### config.mk
export PLATFORM = sky130hd
export DESIGN_NAME = fifo_share_ctrl
export DESIGN_NICKNAME = d
export VERILOG_FILES = /design/src/rtl/fifo_share_pkg.sv /design/src/rtl/rr_arbiter.sv /design/src/rtl/fifo_share_ctrl.sv
export SDC_FILE = /design/constraint.sdc
export NUM_CORES = 1
export LEC_CHECK = 0
export BUFFER_PORTS_ARGS = -buffer_cell sky130_fd_sc_hd__buf_4
export CORE_MARGIN = 2
export CORE_UTILIZATION = 29
export DETAILED_ROUTE_END_ITERATION = 12
export GPL_ROUTABILITY_DRIVEN = 0
export PLACE_DENSITY = 0.68
export SLEW_MARGIN = 0
export SYNTH_ARGS = -nofsm -noshare
export SYNTH_HDL_FRONTEND = slang
export SYNTH_SLANG_ARGS = --single-unit
### constraint.sdc
create_clock -name clk -period 6.09 [get_ports clk]
set_input_delay 1.218 -clock clk [delete_from_list [all_inputs] [get_ports clk]]
set_output_delay 1.218 -clock clk [all_outputs]
set_load 0.05 [all_outputs]
### src/rtl/fifo_share_pkg.sv
`default_nettype none
// ============================================================================
// Module      : fifo_share_pkg
// Description : Shared constants and helpers for the shared-FIFO front end.
//               NUM_REQ       - number of producers sharing the FIFO
//               REQ_IDX_WIDTH - width of a requester index (clog2(NUM_REQ))
//               DATA_WIDTH    - word width, equal to the FIFO's STACK_WIDTH
//               CNT_WIDTH     - width of the accepted-word counter
// Revision    : 1.0 - initial release
// ============================================================================
package fifo_share_pkg;

  localparam int NUM_REQ       = 4;
  localparam int REQ_IDX_WIDTH = 2;
  localparam int DATA_WIDTH    = 32;
  localparam int CNT_WIDTH     = 16;

  // Round-robin successor of a requester index, wrapping at NUM_REQ.
  function automatic logic [REQ_IDX_WIDTH-1:0] next_rr_index(
    input logic [REQ_IDX_WIDTH-1:0] ptr
  );
    if (int'(ptr) == NUM_REQ - 1) begin
      return '0;
    end
    return ptr + REQ_IDX_WIDTH'(1);
  endfunction

endpackage : fifo_share_pkg
`default_nettype wire

### src/rtl/rr_arbiter.sv
`default_nettype none
// ============================================================================
// Module      : rr_arbiter
// Description : Round-robin arbiter. Grants the first set request starting at
//               the rotating pointer; the pointer moves past the winner.
// Ports       : clk     in  clock
//               rst     in  asynchronous active-high reset (pointer -> 0)
//               req     in  per-requester request vector
//               enable  in  resource can take a transfer this cycle
//               gnt     out one-hot grant, or zero
//               gnt_idx out index of the granted requester (0 when none)
// Revision    : 1.0 - initial release
// ============================================================================
module rr_arbiter
  import fifo_share_pkg::*;
(
  input  logic                     clk,
  input  logic                     rst,
  input  logic [NUM_REQ-1:0]       req,
  input  logic                     enable,
  output logic [NUM_REQ-1:0]       gnt,
  output logic [REQ_IDX_WIDTH-1:0] gnt_idx
);

  logic [REQ_IDX_WIDTH-1:0] rr_ptr_q;
  logic [REQ_IDX_WIDTH-1:0] rr_ptr_d;
  logic [REQ_IDX_WIDTH-1:0] cand;
  logic                     found;

  // Scan requesters in priority order rr_ptr, rr_ptr+1, ... and stop at the
  // first one set; 'found' blocks any later candidate from also winning.
  always_comb begin
    gnt      = '0;
    gnt_idx  = '0;
    found    = 1'b0;
    cand     = '0;
    rr_ptr_d = rr_ptr_q;
    for (int i = 0; i < NUM_REQ; i++) begin
      cand = REQ_IDX_WIDTH'((int'(rr_ptr_q) + i) % NUM_REQ);
      if (enable && !found && req[cand]) begin
        found      = 1'b1;
        gnt[cand]  = 1'b1;
        gnt_idx    = cand;
      end
    end
    if (found) begin
      rr_ptr_d = next_rr_index(gnt_idx);
    end
  end

  always_ff @(posedge clk or posedge rst) begin
    if (rst) begin
      rr_ptr_q <= '0;
    end else begin
      rr_ptr_q <= rr_ptr_d;
    end
  end

endmodule : rr_arbiter
`default_nettype wire

### src/rtl/fifo_share_ctrl.sv
`default_nettype none
// ============================================================================
// Module      : fifo_share_ctrl
// Description : Shares one FIFO between NUM_REQ producers (round-robin write
//               arbitration) and turns FIFO reads into a valid/ready stream
//               with one output stage. Never writes a full FIFO and never
//               reads an empty one.
// Ports       : clk, rst               clock, async active-high reset
//               req, req_data          producer requests and packed data
//               gnt                    one-hot grant (combinational)
//               fifo_write/fifo_wdata  FIFO write_to_stack / data_in
//               fifo_read/fifo_rdata   FIFO read_from_stack / data_out
//               fifo_full/fifo_empty   FIFO stack_full / stack_empty
//               out_valid/out_data/out_ready  output stream
//               words_accepted         FIFO writes since reset (wrapping)
// Revision    : 1.0 - initial release
// ============================================================================
module fifo_share_ctrl
  import fifo_share_pkg::*;
(
  input  logic                          clk,
  input  logic                          rst,
  input  logic [NUM_REQ-1:0]            req,
  input  logic [NUM_REQ*DATA_WIDTH-1:0] req_data,
  output logic [NUM_REQ-1:0]            gnt,
  output logic                          fifo_write,
  output logic [DATA_WIDTH-1:0]         fifo_wdata,
  output logic                          fifo_read,
  input  logic [DATA_WIDTH-1:0]         fifo_rdata,
  input  logic                          fifo_full,
  input  logic                          fifo_empty,
  output logic                          out_valid,
  output logic [DATA_WIDTH-1:0]         out_data,
  input  logic                          out_ready,
  output logic [CNT_WIDTH-1:0]          words_accepted
);

  logic                     arb_enable;
  logic [REQ_IDX_WIDTH-1:0] gnt_idx;

  logic                     out_valid_q;
  logic                     out_valid_d;
  logic [CNT_WIDTH-1:0]     words_accepted_q;
  logic [CNT_WIDTH-1:0]     words_accepted_d;

  // Reset is folded into the enable so no grant can escape while rst is high.
  assign arb_enable = !fifo_full && !rst;

  rr_arbiter u_arb (
    .clk     (clk),
    .rst     (rst),
    .req     (req),
    .enable  (arb_enable),
    .gnt     (gnt),
    .gnt_idx (gnt_idx)
  );

  assign fifo_write = |gnt;

  always_comb begin
    fifo_wdata = '0;
    if (fifo_write) begin
      fifo_wdata = req_data[int'(gnt_idx)*DATA_WIDTH +: DATA_WIDTH];
    end
  end

  // Pull a word only when the output stage is empty or being emptied this
  // cycle; this keeps out_data (the FIFO's registered data_out) stable while
  // the consumer stalls.
  assign fifo_read = !rst && !fifo_empty && (!out_valid_q || out_ready);

  always_comb begin
    out_valid_d      = fifo_read || (out_valid_q && !out_ready);
    words_accepted_d = words_accepted_q + CNT_WIDTH'(fifo_write);
  end

  always_ff @(posedge clk or posedge rst) begin
    if (rst) begin
      out_valid_q      <= 1'b0;
      words_accepted_q <= '0;
    end else begin
      out_valid_q      <= out_valid_d;
      words_accepted_q <= words_accepted_d;
    end
  end

  assign out_valid      = out_valid_q;
  assign out_data       = fifo_rdata;
  assign words_accepted = words_accepted_q;

endmodule : fifo_share_ctrl
`default_nettype wire

# Word level (Yosys, flattened, before mapping)
# Index checks and enable logic that the tools add are counted.
word_totals:
  n_memories: 0
  output_inout_bits: 87
  rom_bits: 0
  ff_bits: 19
  ram_bits: 0
  latch_bits: 0
  word_cells: 80
op_classes:
  magnitude_cmp: 8
  n_addsub: 5
  eq_ne: 1
  n_mul: 0
  reduce_logical: 26
  n_shift: 1
  n_mux: 33
  bitwise_logic: 3
  div_mod_pow: 0
op_table:
  columns: ["op", "count"]
  rows:
  - ["indexed part select 128 x 8 -> 32 bit", 1]
  - ["two-way mux 32 bit", 1]
  - ["adder 16 x 1 -> 16 bit", 1]
  - ["two-way mux 4 bit", 4]
  - ["logical AND 1 bit", 15]
  - ["two-way mux 1 bit", 14]
  - ["< comparator 2 x 3 -> 1 bit (second input constant)", 4]
  - ["two-way mux 2 bit", 6]
  - ["bitwise OR 4 bit", 3]
  - ["binary-select mux 1 bit (select 2 bit)", 4]
  - ["demux 1 bit (select 2 bit)", 4]
  - [">= comparator 2 x 1 -> 1 bit (second input constant)", 4]
  - ["logical NOT 1 bit", 8]
  - ["adder 2 x 1 -> 2 bit (second input constant)", 2]
  - ["adder 2 bit (second input constant)", 2]
  - ["OR reduction 4 bit", 1]
  - ["== test 2 x 1 -> 1 bit (second input constant)", 1]
  - ["logical OR 1 bit", 2]

# Longest topological paths before layout
depth:
  depth_word: 20
  ltp_mapped: 16

# Hierarchy
# From an unflattened synthesis, not the netlist that was laid out.
hier_totals:
  cells_unflattened: 263
  area_unflattened_um2: 2797.7
by_module_without_submodules:
  columns: ["module", "seq_area_each_um2", "area_per_inst_um2", "instances", "cells_each"]
  rows:
  - ["fifo_share_ctrl", 425.4, 2120.8, 1, 170]
  - ["rr_arbiter", 50.0, 676.9, 1, 93]

# Worst setup path before layout
# No wires, ideal clock.
synth_timing:
  path_type: "input -> output"
  from: "input req[2]"
  to: "output fifo_wdata[0]"
  arrival_time_ns: 4.297
  path_stages: 6
  t_required_ns: 4.872
  path_buffers: 0
  path_slack_ns: 0.575
  cell_sequence: "mux4_2 > or2_1 > nor3_1 > a221o_1 > nor4_2 > a311oi_1"
synth_between:
  elab_chain_len: 18
  elab_cells_between_ends: 35
synth_rtl:
  columns: ["item", "line", "source"]
  rows:
  - ["from (decl)", "fifo_share_ctrl.sv:23", "input logic [NUM_REQ-1:0] req,"]
  - ["binary-select mux 1 bit (select 2 bit)", "rr_arbiter.sv:40", "if (enable && !found && req[cand]) begin"]
  - ["two-way mux 1 bit (implied by the code)", "rr_arbiter.sv:40", null]
  - ["logical AND 1 bit", "rr_arbiter.sv:40", null]
  - ["two-way mux 1 bit", "rr_arbiter.sv:40", null]
  - ["logical NOT 1 bit", "rr_arbiter.sv:40", null]
  - ["logical AND 1 bit (2 in a row)", "rr_arbiter.sv:40", null]
  - ["two-way mux 1 bit", "rr_arbiter.sv:40", null]
  - ["logical NOT 1 bit", "rr_arbiter.sv:40", null]
  - ["logical AND 1 bit (2 in a row)", "rr_arbiter.sv:40", null]
  - ["two-way mux 1 bit", "rr_arbiter.sv:40", null]
  - ["logical NOT 1 bit", "rr_arbiter.sv:40", null]
  - ["logical AND 1 bit (2 in a row)", "rr_arbiter.sv:40", null]
  - ["two-way mux 4 bit *", "rr_arbiter.sv:40", null]
  - ["named net gnt[0]", "fifo_share_ctrl.sv:25", "output logic [NUM_REQ-1:0] gnt,"]
  - ["OR reduction 4 bit *", "fifo_share_ctrl.sv:58", "assign fifo_write = |gnt;"]
  - ["two-way mux 32 bit *", "fifo_share_ctrl.sv:62", "if (fifo_write) begin"]
  - ["to (decl)", "fifo_share_ctrl.sv:27", "output logic [DATA_WIDTH-1:0] fifo_wdata,"]
# Mark *: on every way through the listed nets, which the timed path passes. The rest lies on a longest branch. The select of a mux whose other input is x is not followed.

# Final worst setup path
layout_timing:
  from: "input req[1]"
  to: "output fifo_wdata[20]"
layout_between:
  elab_chain_len: 18
  elab_cells_between_ends: 35
layout_rtl:
  columns: ["item", "line"]
  rows:
  - ["binary-select mux 1 bit (select 2 bit)", "rr_arbiter.sv:40"]
  - ["two-way mux 1 bit (implied by the code)", "rr_arbiter.sv:40"]
  - ["logical AND 1 bit", "rr_arbiter.sv:40"]
  - ["two-way mux 1 bit", "rr_arbiter.sv:40"]
  - ["logical NOT 1 bit", "rr_arbiter.sv:40"]
  - ["logical AND 1 bit (2 in a row)", "rr_arbiter.sv:40"]
  - ["two-way mux 1 bit", "rr_arbiter.sv:40"]
  - ["logical NOT 1 bit", "rr_arbiter.sv:40"]
  - ["logical AND 1 bit (2 in a row)", "rr_arbiter.sv:40"]
  - ["two-way mux 1 bit", "rr_arbiter.sv:40"]
  - ["logical NOT 1 bit", "rr_arbiter.sv:40"]
  - ["logical AND 1 bit (2 in a row)", "rr_arbiter.sv:40"]
  - ["two-way mux 2 bit or two-way mux 4 bit (tied branches)", "rr_arbiter.sv:40"]
  - ["indexed part select 128 x 8 -> 32 bit or OR reduction 4 bit (tied branches)", "fifo_share_ctrl.sv:63, fifo_share_ctrl.sv:58"]
  - ["two-way mux 32 bit *", "fifo_share_ctrl.sv:62"]
# Mark *: on every way between the ends. The rest lies on a longest branch, timed or not. The select of a mux whose other input is x is not followed.

==> results.txt <==
* Run status: finished, final reports clean
- Derived from the worst setup path, the maximum achievable clock frequency is 0.188 GHz.
- Cell types with the largest area share after synthesis: sky130_fd_sc_hd__dfrtp_1, sky130_fd_sc_hd__a311oi_2, sky130_fd_sc_hd__nand2_1
* Type of origin of the critical path: primary input
- In this run the tool buffered the top-level ports with 191 buffer cells.
- In this run the deepest clock path goes through 2 buffers.
* Cell taking the most area after synthesis: sky130_fd_sc_hd__dfrtp_1
- Via Count: 3304
- FF+latch count, synth: 19
- The worst setup path is captured at an output pin.
- Worst path cell trace: buf_4 > mux4_2 > nor2b_1 > o211ai_1 > nand2_2 > buf_4 > a221oi_1 > a311oi_2 > buf_4
- Clock root buffer master: sky130_fd_sc_hd__clkbuf_8
* Period utilization: 87.2%
- Measured against its own limit, the worst slew margin works out to 34.1%.
* Mapped Cells: 346
- 0 antenna diodes ended up in the layout.
- Residual antenna-violating net count after detailed routing: 0
* Pwr dens: 418 nW/um2
- Among all flip-flop cells after synthesis, the most frequent one is sky130_fd_sc_hd__dfrtp_1.
- Reg-to-reg slack, setup: 1.59 ns
- Maximum vdd ir drop: 0.211 mV
- The worst setup path is of the primary input to output pin kind.
- Aggregate negative setup slack: 0 ns
- The number of nets in the synthesized netlist is 524.
* Type of the tightest min-delay check: flop to flop
- Core Area: 9640 um2
- By instance count, the cell type seen most on the critical path is sky130_fd_sc_hd__buf_4.
* Most common cell in the netlist: sky130_fd_sc_hd__nand2_1
* Post-place instance area: 4120 um2
* Cell with the largest stage delay on the worst path: sky130_fd_sc_hd__o211ai_1
- Once detailed placement completed, the half-perimeter wirelength came to 7990 um.
- Global-route wire length before repair: 15800 um
- After synthesis, the share of flip-flops with an asynchronous set or reset is 100%.
* Final count of pins violating max slew: 0
- In this run the horizontal extent of the chip is 103 um.
- Of the post-synthesis cell area, the dominant cell type holds 16.7%.
- GRT Residual Overflow: 0
* Count of instances resized after the clock tree is built: 0
- The number of antenna violations at the first check in global routing was 0.
- Summed over all cells, the static leakage comes to 1.99 nW.
- CTS built an H-tree with a depth of 1.
- The routed design could run at a clock period as short as 5.31 ns.
* Clock latency on the worst-skew pair: 0.25 ns
- Proportion of layout cells with a drive suffix above 1: 50.6%
* Cell area after layout: 4170 um2
- At the worst endpoint, the arrival time is 4.10 ns.
- Of all nets on the critical path, the largest fanout is 26.
- Number of buffers added for setup after CTS: 0
- RSZ-0062 raised after global routing: false
- Detail-routed net length per standard cell: 17.0 um
- In the final design database the tool counted 663 nets.
- Entering global routing, the biggest net connects 34 pins.
- The floorplan has 36 rows.
- Via-to-Cell Ratio: 5.35
* Pin slew with the least headroom to its limit: 0.988 ns
* Post-synth top cells: sky130_fd_sc_hd__nand2_1, sky130_fd_sc_hd__and3_1, sky130_fd_sc_hd__a221oi_1, sky130_fd_sc_hd__buf_4, sky130_fd_sc_hd__a311oi_2
- Floorplan die area: 10600 um2
- Largest stage delay, worst path: 0.54 ns
* Via count of the first global-routing pass: 3189
* Clk sink count: 19
* Number of synthesized flops with an enable pin: 0
- Wires add up to 10500 um.
- The first detailed-routing pass ran for 4 iterations.
* Residual DRC count: 0
- The initial utilization of the core area, before any placement, comes to 29.6%.
- Synthesis-to-finish area growth: 46.3%
- I/O pin count: 256
* Yosys cell types: 41
- Summing every instance area after synthesis gives 2850 um2.
- Starting DRC count in detailed routing: 109
* Final setup violation count: 0
- TritonCTS built the clock tree.
* Yosys warning total: 0
* TritonCTS buffer count: 3
- Sequential cells were found to cover 16.7% of the synthesized design area.
- All-layer global routing usage: 18.4%
* Filler Cells Inserted: 1000
- The number of hold buffers added after CTS was 0.
- A synthesized cell averages 8.24 um2.
- Clock-pin slew was measured on the worst setup and hold paths at 0.07 ns.
- Die Y: 103 um
* Critical Path RT: 4.87 ns
* Max-capacitance violation count: 0
- Clock skew on the completed layout was measured at 0.00310 ns.
* Number of endpoints with negative hold slack in the final report: 0
metal layers:
metal / vias to the layer above / routed length (um) / track usage, % / share of wire, %
li1: 1546 / - / - / -
met1: 1575 / 4100 / 22.5 / 39
met2: 155 / 5470 / 33.5 / 52
met3: 28 / 662 / 2.92 / 6.3
met4: 0 / 255 / 4.96 / 2.4
met5: - / 0 / 0 / 0
registers in the layout, summed over array words and instances (netlist names):
name	cells
out_valid	1
u_arb.rr_ptr_q	2
words_accepted	16
kinds of logic after synthesis:
family	count (synthesis)	synth area share, %
buffers and inverters	70	15.0
and+or+nand+nor	144	24.5
adders and majority gates	9	3.95
xor gates and xnor gates	15	4.61
AOI/OAI and AO/OA	82	31.0
DFF	19	16.7
muxes	7	4.26
final timing paths:
kind                                    start            endpoint  depth (start not counted)
max                                    req[1]      fifo_wdata[20]                          9
max in group asynchronous                 rst   words_accepted[3]                          2
min                        words_accepted[15]  words_accepted[15]                          1
min in group asynchronous                 rst  words_accepted[15]                          2
min reg2reg                words_accepted[15]  words_accepted[15]                          1
max reg2reg                 u_arb.rr_ptr_q[1]  words_accepted[12]                         15
through the flow:
step                      total power, mW  std cells  util [%]  setup WS [ns]  hold WS [ns]
final                                1.74        617      43.3          0.777         0.477
after global routing                 1.85        617      43.3          0.480         0.517
after CTS                            1.76        617      43.3          0.735         0.481
after detailed placement             1.66        613      42.8          0.758         0.472
after global placement               1.65        613      42.8          0.888         0.464
after floorplan                      1.32        346         -          0.575         0.650
cell usage in the layout (no fill, tap or decap), types with 3 or more instances in the layout:
| cell type | instances |
|---|---|
| sky130_fd_sc_hd__ha_1 | 9 |
| sky130_fd_sc_hd__mux4_2 | 4 |
| sky130_fd_sc_hd__and3_1 | 35 |
| sky130_fd_sc_hd__buf_4 | 200 |
| sky130_fd_sc_hd__a21oi_1 | 4 |
| sky130_fd_sc_hd__nand3b_1 | 4 |
| sky130_fd_sc_hd__dfrtp_1 | 19 |
| sky130_fd_sc_hd__nand4_1 | 3 |
| sky130_fd_sc_hd__nand3_1 | 3 |
| sky130_fd_sc_hd__nor2_1 | 6 |
| sky130_fd_sc_hd__a221oi_1 | 32 |
| sky130_fd_sc_hd__xor2_1 | 5 |
| sky130_fd_sc_hd__a221o_1 | 4 |
| sky130_fd_sc_hd__clkbuf_8 | 3 |
| sky130_fd_sc_hd__inv_1 | 3 |
| sky130_fd_sc_hd__nor2b_1 | 4 |
| sky130_fd_sc_hd__nand2_1 | 77 |
| sky130_fd_sc_hd__a311oi_2 | 30 |
| sky130_fd_sc_hd__xnor2_1 | 10 |
area by class of cell:
type	count	area, um2	area share (%)
Multi-Input combinational cell	257	1970	47.1
Timing Repair Buffer	200	1500	36.0
Sequential cell	19	475	11.4
Tap cell	133	166	3.99
Clock buffer	4	45.0	1.08
Inverter	4	15.0	0.360
report_power, final:
| part | internal, mW | switching (mW) |
|---|---|---|
| Combinational | 0.495 | 0.978 |
| Clock | 0.0465 | 0.0403 |
| Sequential | 0.152 | 0.0309 |
critical path, delay by kind of cell:
kind | cells | cell delay (ns)
buffers and inverters | 3 | 0.75
and+or+nand+nor | 2 | 0.64
AOI/OAI and AO/OA | 3 | 0.95
muxes | 1 | 0.53
No activity file was read; power rests on OpenSTA's default activity.
